--- config.mk ---
export PLATFORM = sky130hd
export DESIGN_NAME = ble_rx_queue
export DESIGN_NICKNAME = d
export VERILOG_FILES = /design/src/rtl/ble_rx_queue.sv
export SDC_FILE = /design/constraint.sdc
export NUM_CORES = 1
export LEC_CHECK = 0
export CAP_MARGIN = 20
export CORE_ASPECT_RATIO = 0.7
export CORE_UTILIZATION = 43
export CTS_BUF_LIST = sky130_fd_sc_hd__clkbuf_16
export CTS_CLUSTER_SIZE = 10
export DETAILED_ROUTE_END_ITERATION = 16
export GPL_ROUTABILITY_DRIVEN = 0
export PLACE_DENSITY_LB_ADDON = 0.05
export SYNTH_ARGS = -nofsm -noshare
export SYNTH_HDL_FRONTEND = slang
export SYNTH_SLANG_ARGS = --single-unit
export TNS_END_PERCENT = 10
--- constraint.sdc ---
create_clock -name i_wb_clk -period 3.4 [get_ports i_wb_clk]
set_clock_uncertainty 0.1 [all_clocks]
set_input_delay 0.34 -clock i_wb_clk [delete_from_list [all_inputs] [get_ports i_wb_clk]]
set_output_delay 0.34 -clock i_wb_clk [all_outputs]
set_load 0.02 [all_outputs]
--- src/rtl/ble_rx_queue.sv ---
// rtl/ble_rx_queue.sv - UART byte FIFO draining into a circular RAM window as word writes
module ble_rx_queue #(
    parameter int          BITS   = 8,
    parameter int          DEPTH  = 8,
    parameter logic [31:0] ADR_LL = 32'h00C00000,
    parameter logic [31:0] ADR_UL = 32'h00C10000
) (
    input  logic                     i_wb_clk,
    input  logic                     i_wb_rst,
    input  logic [BITS-1:0]          i_rx_dat,
    input  logic                     i_rx_done,
    input  logic                     i_cpu_cyc,
    output logic [31:0]              o_wb_adr,
    output logic                     o_wb_cyc,
    output logic                     o_wb_we,
    output logic [3:0]               o_wb_sel,
    output logic [31:0]              o_wb_dat,
    input  logic                     i_wb_ack,
    output logic                     o_grant,
    output logic [31:0]              o_wr_ptr,
    output logic [$clog2(DEPTH):0]   o_count,
    output logic                     o_overflow,
    input  logic                     i_clr_overflow
);

    localparam int AW = $clog2(DEPTH);
    localparam int CW = AW + 1;

    typedef enum logic [1:0] {
        S_IDLE  = 2'd0,
        S_WRITE = 2'd1,
        S_GAP   = 2'd2
    } state_t;

    state_t          r_state;
    logic [BITS-1:0] r_mem [DEPTH];
    logic [AW-1:0]   r_rd_idx;
    logic [AW-1:0]   r_wr_idx;
    logic [CW-1:0]   r_count;
    logic            r_overflow;
    logic [31:0]     r_wr_ptr;
    logic [31:0]     r_wb_adr;
    logic            r_wb_cyc;
    logic            r_wb_we;
    logic [3:0]      r_wb_sel;
    logic [31:0]     r_wb_dat;
    logic            r_grant;

    logic            w_pop;
    logic            w_full;
    logic            w_push_ok;
    logic            w_push_drop;
    logic [32:0]     w_ptr_inc;
    logic [31:0]     w_ptr_next;
    logic [31:0]     w_head_word;

    // The head leaves the FIFO only when the RAM acknowledges its write.
    assign w_pop       = (r_state == S_WRITE) && i_wb_ack;
    assign w_full      = (r_count == CW'(DEPTH));
    // A pop in the same cycle frees a slot, so a push onto a full FIFO still lands.
    assign w_push_ok   = i_rx_done && (!w_full || w_pop);
    assign w_push_drop = i_rx_done && w_full && !w_pop;
    // 33-bit sum so a window ending near the top of the address space cannot wrap silently.
    assign w_ptr_inc   = {1'b0, r_wr_ptr} + 33'd4;
    assign w_ptr_next  = (w_ptr_inc >= {1'b0, ADR_UL}) ? ADR_LL : w_ptr_inc[31:0];
    assign w_head_word = 32'(r_mem[r_rd_idx]);

    assign o_wb_adr   = r_wb_adr;
    assign o_wb_cyc   = r_wb_cyc;
    assign o_wb_we    = r_wb_we;
    assign o_wb_sel   = r_wb_sel;
    assign o_wb_dat   = r_wb_dat;
    assign o_grant    = r_grant;
    assign o_wr_ptr   = r_wr_ptr;
    assign o_count    = r_count;
    assign o_overflow = r_overflow;

    // Byte storage; contents need no reset because the indices define validity.
    always_ff @(posedge i_wb_clk) begin
        if (w_push_ok) begin
            r_mem[r_wr_idx] <= i_rx_dat;
        end
    end

    // FIFO indices and occupancy; push and pop in one cycle leave the count unchanged.
    always_ff @(posedge i_wb_clk or posedge i_wb_rst) begin
        if (i_wb_rst) begin
            r_rd_idx <= '0;
            r_wr_idx <= '0;
            r_count  <= '0;
        end else begin
            if (w_push_ok) begin
                r_wr_idx <= r_wr_idx + AW'(1);
            end
            if (w_pop) begin
                r_rd_idx <= r_rd_idx + AW'(1);
            end
            case ({w_push_ok, w_pop})
                2'b10:   r_count <= r_count + CW'(1);
                2'b01:   r_count <= r_count - CW'(1);
                default: r_count <= r_count;
            endcase
        end
    end

    // Sticky drop flag; a new drop in the same cycle as a clear keeps it set.
    always_ff @(posedge i_wb_clk or posedge i_wb_rst) begin
        if (i_wb_rst) begin
            r_overflow <= 1'b0;
        end else if (w_push_drop) begin
            r_overflow <= 1'b1;
        end else if (i_clr_overflow) begin
            r_overflow <= 1'b0;
        end
    end

    // Bus sequencer: claim the RAM only when the CPU is idle, hold the cycle until ack,
    // then keep the grant one extra cycle so the RAM ack drains before the CPU is reconnected.
    always_ff @(posedge i_wb_clk or posedge i_wb_rst) begin
        if (i_wb_rst) begin
            r_state  <= S_IDLE;
            r_wb_adr <= '0;
            r_wb_cyc <= 1'b0;
            r_wb_we  <= 1'b0;
            r_wb_sel <= 4'b0000;
            r_wb_dat <= '0;
            r_grant  <= 1'b0;
            r_wr_ptr <= ADR_LL;
        end else begin
            case (r_state)
                S_IDLE: begin
                    if ((r_count != '0) && !i_cpu_cyc) begin
                        r_state  <= S_WRITE;
                        r_grant  <= 1'b1;
                        r_wb_cyc <= 1'b1;
                        r_wb_we  <= 1'b1;
                        r_wb_sel <= 4'b1111;
                        r_wb_adr <= r_wr_ptr;
                        r_wb_dat <= w_head_word;
                    end
                end
                S_WRITE: begin
                    if (i_wb_ack) begin
                        r_state  <= S_GAP;
                        r_wb_cyc <= 1'b0;
                        r_wb_we  <= 1'b0;
                        r_wb_sel <= 4'b0000;
                        r_wr_ptr <= w_ptr_next;
                    end
                end
                S_GAP: begin
                    r_state <= S_IDLE;
                    r_grant <= 1'b0;
                end
                default: begin
                    r_state  <= S_IDLE;
                    r_wb_cyc <= 1'b0;
                    r_wb_we  <= 1'b0;
                    r_wb_sel <= 4'b0000;
                    r_grant  <= 1'b0;
                end
            endcase
        end
    end

endmodule
==> out/metrics.yaml, run 1 <==
sta:
  tns_ps: 0
  rsz0062_at_grt: "no"
  tightest_slew_ps: 857
  fin_crit_sh_pct: 91.6
  finalHoldViolations: 0
  relSlewSlack_pct: 42.8
  finalSetupViolCount: 0
  period_needed_ps: 3120
  slew_violations: 0
  fmaxAchievable_mhz: 321
worst_setup_path:
  slowest_delay_ps: 550
  cp_slowest_cell: "or4_4"
  r2r_start: "o_wr_ptr[10]"
  start_kind: "register"
  critPathCaptureType: "register"
  crit_path_end: "o_wr_ptr[20]"
  crit_buf_inv: 0
  rrSetupSlack_ps: 280
  rr_endpoint: "o_wr_ptr[20]"
  cp_max_fo: 10
  cp.depth: 7
  critPathTopFamily: "simple AND/OR/NAND/NOR gates"
  crit_arrival_ps: 3320
  startpoint: "o_wr_ptr[10]"
  crit_required_ps: 3610
  worstPathCellList: "nand4_1, or4_4, nor4_1, o22ai_1, nor4_4, nand3_4, o311ai_1"
  crit_type: "reg2reg"
  worstRegToRegCells: 7
drt:
  viasPerCell: 5.35
  drtIter0Drc: 380
  ant_nets: 0
  drc_errors: 0
  dr.pass1.iters: 5
  drt-total-wl_um: 15400
  vias: 4541
  wire_per_inst_um: 18.1
synthesis:
  yosysTopAreaCellShare_pct: 30.0
  ys_ff_latch: 147
  muxShareOfSynthArea_pct: 12.7
  synth_fa_ha_area_share_pct: 1.41
  ys.flop_type: "dfrtp_1"
  synth_area_mm2: 0.00676
  syn_area_per_cell_um2: 12.7
  synthTopCellsByArea: "dfrtp_1 30%, edfxtp_1 28%, mux4_2 5.3%, mux2_2 5.0%, buf_4 3.8%"
  async_reset_ff_share_pct: 56.5
  yosysWarnings: 0
  synth-seq-area-share_pct: 59.2
  synthCells: 534
  synth_top_area_cell: "dfrtp_1"
  ys_types: 54
  synth_simple_gate_area_share_pct: 12.0
  synth_xor_area_share_pct: 1.69
  synth_top_family_by_area: "multiplexers"
  synth-compound-area-share_pct: 6.43
  synth_edf_count: 64
placement:
  io_buffer_count: 93
  postPlaceCellArea_mm2: 0.00790
  hpwlAfterDp_um: 10600
floorplan:
  coreArea_mm2: 0.0150
  dieWidth_um: 152
  die_area_mm2: 0.0162
  start_util_pct: 45.0
  rows: 37
  die_h_um: 107
  top_level_ports: 122
power:
  peakVddDrop_mv: 0.484
  power_leakage_uw: 0.00334
  powerDensity_mw_per_mm2: 766
cells_and_area:
  final_common_cell: "clkdlybuf4s50_1"
  synthToLayoutAreaGrowth_pct: 25.4
  most-common-layout-cells: "93 x clkdlybuf4s50_1, 81 x dfrtp_1, 64 x edfxtp_1"
  antenna_cells: 0
  stdcell_area_mm2: 0.00848
  nFillCells: 1254
  regArea_mm2: 0.00400
  multi_input_area_mm2: 0.00242
  drive_above_1_share_pct: 17.4
  nNetsFinal: 662
clock_tree:
  post_cts_buffers: 0
  root_buffer: "clkbuf_16"
  postCtsResizedCells: 0
  clock_path_buffers: 2
  cts_sinks: 147
  cts_hold_buffers: 0
  cts_tree: "yes"
  h-tree-depth: 4
  cts.clk_slew.worst_paths_ps: 70
  cts_buffers: 17
  clock_latency_ps: 420
status:
  outcome: "finished clean"
global_routing:
  track_usage_pct: 20.0
  grt_max_degree: 45
  grt_overflow: 0
  grt_pass1_wl_um: 24700
  grt_pass1_vias: 4351
  grt_antenna_before_repair: 0
min_path:
  min_path_type: "in2async"
flow_run:
  maxCapViolCount: 0
==> how the worst min path moves through the flow <==
| stage | start | to | slack [ps] | cells past startpoint |
|---|---|---|---|---|
| floorplan | i_rx_dat[0] | r_mem[0][0] | 340 | 0 |
| global placement | o_grant | o_grant | 380 | 1 |
| CTS | i_wb_rst | o_wb_dat[1] | 320 | 2 |
| detailed placement | o_wb_adr[25] | o_wb_adr[25] | 400 | 1 |
| global route | i_wb_rst | o_wb_dat[1] | 380 | 2 |
| finish | i_wb_rst | o_wb_dat[1] | 290 | 2 |
==> per-layer routing <==
metal	part of all wire, %	up-vias	track usage [%]
met3	5.4	13	4.41
met5	0	-	0
li1	-	2110	-
met2	42	149	27.6
met1	52	2269	31.2
met4	0.95	0	5.29
==> where the power goes <==
| part | switching, uW | internal (uW) |
|---|---|---|
| clock network | 765 | 1090 |
| registers | 351 | 2210 |
| logic | 1080 | 999 |
| total | 2200 | 4290 |
==> registers in the layout (all words and copies together) (netlist names) <==
register and count:
r_state 2, o_overflow 1, o_wr_ptr 30, o_wb_adr 30
o_count 4, o_wb_dat 8, o_wb_sel 1, r_wr_idx 3
r_rd_idx 3, o_grant 1, r_mem 64
==> final cells by class <==
type                    instances  area share [%]
repair buffers                119            13.4
clock buffers                  17            5.02
multi-input cells             333            28.6
well taps                     195            2.88
inverters                      23            1.03
flip-flops and latches        147            47.2
clock inverters                15            1.82
==> through the flow <==
stage / instances / hold WS (ps) / utilization [%] / worst slack (ps) / power (uW)
2_1_floorplan: 561 / 339 / - / 638 / 3890
3_3_place_gp: 817 / 378 / 52.6 / 480 / 4640
3_5_place_dp: 817 / 395 / 52.6 / 372 / 4700
4_1_cts: 849 / 321 / 56.5 / 346 / 6550
5_1_grt: 849 / 383 / 56.5 / 58.0 / 6830
6_report: 849 / 286 / 56.5 / 284 / 6490
==> Yosys cell counts (all sizes together) (2+ instances only) <==
master and number:
clkbuf 13, nor3b 3, o31a 2, and3 6
xnor2 10, o211ai 2, xor2 3, dfstp 2
nand4 11, o22ai 11, inv 23, a21oi 14
a31oi 13, and2 8, nand3 13, mux2 30
mux4 16, o21ai 9, nor3 9, or2 3
buf 45, nand2 48, or3 4, o311ai 2
nand2b 3, nor2b 3, nor4 10, and4 2
dfrtp 81, ha 6, edfxtp 64, a21o 4
nor2 31, mux2i 16
==> kinds of logic after synthesis <==
group                      after synthesis
muxes                                   62
adders and majority gates                7
xor gates and xnor gates                13
other                                    1
and+or+nand+nor                        156
buffers and inverters                   81
DFF                                    147
AOI/OAI and AO/OA                       67
Power figures use the tool's default switching activity.
==> inputs of run 2 (changes only) <==
--- a/config.mk
+++ b/config.mk
@@ -13,6 +13,7 @@
 export DETAILED_ROUTE_END_ITERATION = 16
 export GPL_ROUTABILITY_DRIVEN = 0
 export PLACE_DENSITY_LB_ADDON = 0.05
+export REMOVE_ABC_BUFFERS = 1
 export SYNTH_ARGS = -nofsm -noshare
 export SYNTH_HDL_FRONTEND = slang
 export SYNTH_SLANG_ARGS = --single-unit
==> constraint.sdc (replaced) <==
create_clock -name i_wb_clk -period 3.8 [get_ports i_wb_clk]
set_clock_uncertainty 0.1 [all_clocks]
set_input_delay 0.38 -clock i_wb_clk [delete_from_list [all_inputs] [get_ports i_wb_clk]]
set_output_delay 0.38 -clock i_wb_clk [all_outputs]
set_load 0.02 [all_outputs]
==> out/metrics.yaml, run 2 (synthesized netlist as in run 1, its figures left out) <==
floorplan:
  top_level_ports: 122  # unchanged
  coreArea_mm2: 0.0150  # unchanged
  rows: 37  # unchanged
  die_h_um: 107  # unchanged
  dieWidth_um: 152  # unchanged
  start_util_pct: 45.0  # unchanged
  die_area_mm2: 0.0162  # unchanged
sta:
  finalHoldViolations: 0  # unchanged
  fin_ws_ps: 426  # +141 ps
  finalSetupViolCount: 0  # unchanged
  fmaxAchievable_mhz: 296  # -7.7%
  slew_violations: 0  # unchanged
  rsz0062_at_grt: "no"
  relSlewSlack_pct: 40.1  # -2.8 points
  fin_crit_sh_pct: 88.8  # -2.8 points
  period_needed_ps: 3370  # +259 ps
  tightest_slew_ps: 891  # +34.0 ps
worst_setup_path:
  slowest_delay_ps: 780  # +230 ps
  rr_endpoint: "o_wr_ptr[9]"
  cp_max_fo: 14  # +4
  cp_common_cell: "nand4_1"
  r2r_start: "o_wr_ptr[6]"
  critPathCaptureType: "register"
  worstPathCellList: "nand4_1, nor2_1, nand4_1, and3_1, nor4_4, nand3_4, o311ai_1"
  start_kind: "register"
  crit_arrival_ps: 3580  # +260 ps
  cp_slowest_cell: "nor4_4"
  crit_type: "reg2reg"
  crit_required_ps: 4000  # +390 ps
  worstRegToRegCells: 7  # unchanged
  rrSetupSlack_ps: 430  # +140 ps
  startpoint: "o_wr_ptr[6]"
placement:
  io_buffer_count: 93  # unchanged
  hpwlAfterDp_um: 10300  # -3.0%
  place_ws_ps: 501  # +129 ps
cells_and_area:
  multi_input_area_mm2: 0.00242  # unchanged
  most-common-layout-cells: "93 x clkdlybuf4s50_1, 81 x dfrtp_1, 64 x edfxtp_1"
  top_register: "r_mem"
  drive_above_1_share_pct: 16.8  # -0.64 points
  nFillCells: 1236  # -1.4%
  largest_register_ffs: 64  # unchanged
  final_common_cell: "clkdlybuf4s50_1"
  synthToLayoutAreaGrowth_pct: 24.5
  regArea_mm2: 0.00400  # unchanged
  antenna_cells: 0  # unchanged
  nNetsFinal: 657  # -0.76%
clock_tree:
  post_cts_buffers: 0  # unchanged
  root_buffer: "clkbuf_16"
  cts_sinks: 147  # unchanged
  h-tree-depth: 4  # unchanged
  cts_buffers: 17  # unchanged
  clock_path_buffers: 2  # unchanged
  postCtsResizedCells: 0  # unchanged
  cts.clk_slew.worst_paths_ps: 60  # about the same
  cts_hold_buffers: 0  # unchanged
  clock_latency_ps: 420  # about the same
  cts_tree: "yes"
global_routing:
  grt_antenna_before_repair: 0  # unchanged
  grt_overflow: 0  # unchanged
  grt_pass1_wl_um: 24100  # -2.5%
  grt_max_degree: 50  # +11%
  grt_pass1_vias: 4312  # -0.90%
  track_usage_pct: 19.6  # -0.32 points
drt:
  drc_errors: 0  # unchanged
  met1_length_um: 7730  # -3.4%
  highest_layer: "met4"
  met3_length_um: 936  # +14%
  drtIter0Drc: 314  # -17%
  ant_nets: 0  # unchanged
  dr.pass1.iters: 5  # unchanged
  viasPerCell: 5.25  # -1.8%
  wire_per_inst_um: 17.6  # -2.9%
  route.met2.wl_um: 5970  # -6.4%
  vias: 4433  # -2.4%
  drt-total-wl_um: 14800  # -3.4%
power:
  p_total_uw: 5720  # -12%
  powerDensity_mw_per_mm2: 680  # -11%
  power_leakage_uw: 0.00329  # -1.3%
  peakVddDrop_mv: 0.423  # -13%
flow_run:
  maxCapViolCount: 0  # unchanged
status:
  outcome: "finished clean"
min_path:
  min_path_type: "in2async"
==> run 2: cell count changes in the layout (fill, tap and decap cells not counted) <==
cell / change
inv_6: -5
buf_4: -4
clkinvlp_4: +3
clkinv_2: +2
buf_12: -1
==> run 2: worst max path at each step <==
stage	slack, ps	to	cells past startpoint
floorplan	-4860	o_wb_adr[10]	3
global placement	540	o_wr_ptr[20]	7
detailed placement	500	o_wr_ptr[20]	8
CTS	470	o_wr_ptr[9]	8
global route	190	o_wr_ptr[20]	8
finish	430	o_wr_ptr[9]	7
==> run 2: cell type report <==
class / count / area share, %
tap: 195 / 2.90
timing repair buffer: 114 / 12.9
sequential: 147 / 47.6
multi-input combinational: 333 / 28.8
clock inverter: 15 / 1.70
inverter: 23 / 1.04
clock buffer: 17 / 5.06
==> run 2: metrics by stage <==
step,utilization (%),cells,TNS [ps],hold WS [ps],instance area [um2]
floorplan,-,503,-192560,379,6510
global placement,52.3,812,0,371,7850
detailed placement,52.3,812,0,376,7850
CTS,56.1,844,0,301,8410
global route,56.1,844,0,350,8410
finish,56.1,844,0,278,8410
==> run 2: worst max-delay path, delay by kind of cell, from the launching register on <==
family           cells  cell delay (ps)
AND/OR/NAND/NOR      6             2230
flip-flops           1              580
AO/OA/AOI/OAI        1              350
==> run 2: power breakdown <==
part           internal (uW)  switching (uW)
logic                    876             936
clock network            957             643
registers               1980             337
==> run 2: per-layer routing <==
layer / up-vias / GRT usage, %
met1: 2150 / 29.8
met3: 19 / 5.50
met4: 0 / 6.79
li1: 2101 / -
met2: 163 / 26.6
met5: - / 0
==> inputs of run 3 (changes only) <==
--- a/config.mk
+++ b/config.mk
@@ -6,7 +6,8 @@
 export NUM_CORES = 1
 export LEC_CHECK = 0
 export CAP_MARGIN = 20
-export CORE_ASPECT_RATIO = 0.7
+export CORE_ASPECT_RATIO = 1.5
+export CORE_MARGIN = 1
 export CORE_UTILIZATION = 43
 export CTS_BUF_LIST = sky130_fd_sc_hd__clkbuf_16
 export CTS_CLUSTER_SIZE = 10
==> out/metrics.yaml, run 3 (synthesized netlist as in run 1, its figures left out) <==
status:
  outcome: "finished clean"
drt:
  drt-total-wl_um: 15000  # +1.2%
  viasPerCell: 5.28  # +0.48%
  vias: 4465  # +0.72%
  ant_nets: 0  # unchanged
  dr.pass1.iters: 4  # -1
  drc_errors: 0  # unchanged
  drtIter0Drc: 156  # -50%
  wire_per_inst_um: 17.7  # +0.93%
worst_setup_path:
  worstPathCellList: "nand4_1, nor4_2, buf_4, nor2b_1, a31oi_1, o22ai_1, buf_4, nand3_4, o311ai_1"
  crit_type: "reg2reg"
  critPathCaptureType: "register"
  start_kind: "register"
  startpoint: "o_wr_ptr[7]"
  crit_arrival_ps: 3230  # -350 ps
  r2r_start: "o_wr_ptr[7]"
  cp_common_cell: "buf_4"
  cp_max_fo: 12  # -2
  crit_path_end: "o_wr_ptr[20]"
  rr_endpoint: "o_wr_ptr[20]"
  crit_buf_inv: 2  # +2
  worstRegToRegCells: 9  # +2
  cp.depth: 9  # +2
  critPathTopFamily: "simple AND/OR/NAND/NOR gates"
  crit_required_ps: 4010  # about the same
  slowest_delay_ps: 560  # -220 ps
  cp_slowest_cell: "dfrtp_1"
  rrSetupSlack_ps: 790  # +360 ps
clock_tree:
  root_buffer: "clkbuf_16"
  cts_hold_buffers: 0  # unchanged
  cts_sinks: 147  # unchanged
  post_cts_buffers: 0  # unchanged
  clock_latency_ps: 420  # about the same
  cts_buffers: 17  # unchanged
  cts.clk_slew.worst_paths_ps: 60  # about the same
  clock_path_buffers: 2  # unchanged
  h-tree-depth: 4  # unchanged
  postCtsResizedCells: 0  # unchanged
  cts_tree: "yes"
global_routing:
  grt_pass1_vias: 4528  # +5.0%
  grt_antenna_before_repair: 0  # unchanged
  grt_pass1_wl_um: 24200  # +0.66%
  grt_util_met1_pct: 22.3  # -7.5 points
  track_usage_pct: 19.7  # +0.054 points
  grt_overflow: 0  # unchanged
  grt_max_degree: 58  # +16%
  met3_usage_pct: 3.85  # -1.6 points
  grtUsageMet2_pct: 35.3  # +8.7 points
  grt.busiest_layer: "met2"
sta:
  slew_violations: 0  # unchanged
  fmaxAchievable_mhz: 332  # +12%
  fin_crit_sh_pct: 79.3  # -9.5 points
  finalSetupViolCount: 0  # unchanged
  period_needed_ps: 3010  # -360 ps
  tightest_slew_ps: 814  # -77.3 ps
  finalHoldViolations: 0  # unchanged
  relSlewSlack_pct: 45.7  # +5.6 points
  rsz0062_at_grt: "no"
cells_and_area:
  most-common-layout-cells: "93 x clkdlybuf4s50_1, 81 x dfrtp_1, 64 x edfxtp_1"
  utilization_pct: 55.4  # -0.74 points
  antenna_cells: 0  # unchanged
  instances_no_fill: 846  # +0.24%
  nFillCells: 1338  # +8.3%
  top_register: "r_mem"
  nNetsFinal: 655  # -0.30%
  synthToLayoutAreaGrowth_pct: 24.6  # about the same
  final_common_cell: "clkdlybuf4s50_1"
  largest_register_ffs: 64  # unchanged
  drive_above_1_share_pct: 16.7  # -0.10 points
floorplan:
  rows: 55  # +49%
  die_h_um: 156  # +46%
  die_area_mm2: 0.0162  # about the same
  top_level_ports: 122  # unchanged
  dieWidth_um: 104  # -31%
  coreArea_mm2: 0.0152  # +1.4%
  start_util_pct: 44.4  # -0.62 points
placement:
  post-place-cells: 813  # +0.12%
  hpwlAfterDp_um: 10400  # +1.0%
  io_buffer_count: 93  # unchanged
power:
  peakVddDrop_mv: 0.369  # -13%
  power_leakage_uw: 0.00329  # about the same
  powerDensity_mw_per_mm2: 681  # +0.17%
  p_total_uw: 5740  # +0.23%
flow_run:
  maxCapViolCount: 0  # unchanged
min_path:
  min_path_type: "in2async"
run 3: cell type report:
type                       count  area (um2)  area share [%]
clock inverter                15         145            1.72
tap                          199         249            2.96
sequential                   147        4000            47.5
multi-input combinational    333        2420            28.8
clock buffer                  17         425            5.05
timing repair buffer         112        1090            12.9
inverter                      23        87.6            1.04
run 3: through the flow:
| stage | worst slack, ps | cell area [um2] | TNS, ps | hold slack [ps] |
|---|---|---|---|---|
| after floorplan | -4860 | 6510 | -192560 | 379 |
| after global placement | 756 | 7830 | 0 | 373 |
| after detailed placement | 691 | 7830 | 0 | 385 |
| after CTS | 785 | 8400 | 0 | 400 |
| after global routing | 486 | 8420 | 0 | 189 |
| final | 785 | 8420 | 0 | 160 |
run 3: how the worst min path moves through the flow:
stage	slack, ps	to	cells after the start
after floorplan	380	r_mem[0][0]	0
after global placement	370	o_grant	1
after detailed placement	390	o_grant	1
after CTS	400	o_grant	1
after global routing	190	o_wb_adr[29]	2
final	160	o_wr_ptr[29]	2
run 3: where the power goes:
part	internal [uW]	switching, uW
sequential	1980	313
combinational	876	949
clock	918	706
run 3: routing by layer:
metal	vias to the layer above	wire [um]	part of all wire, %
li1	2090	-	-
met5	-	0	0
met1	2216	6010	40
met3	27	538	3.6
met2	132	8070	54
met4	0	376	2.5
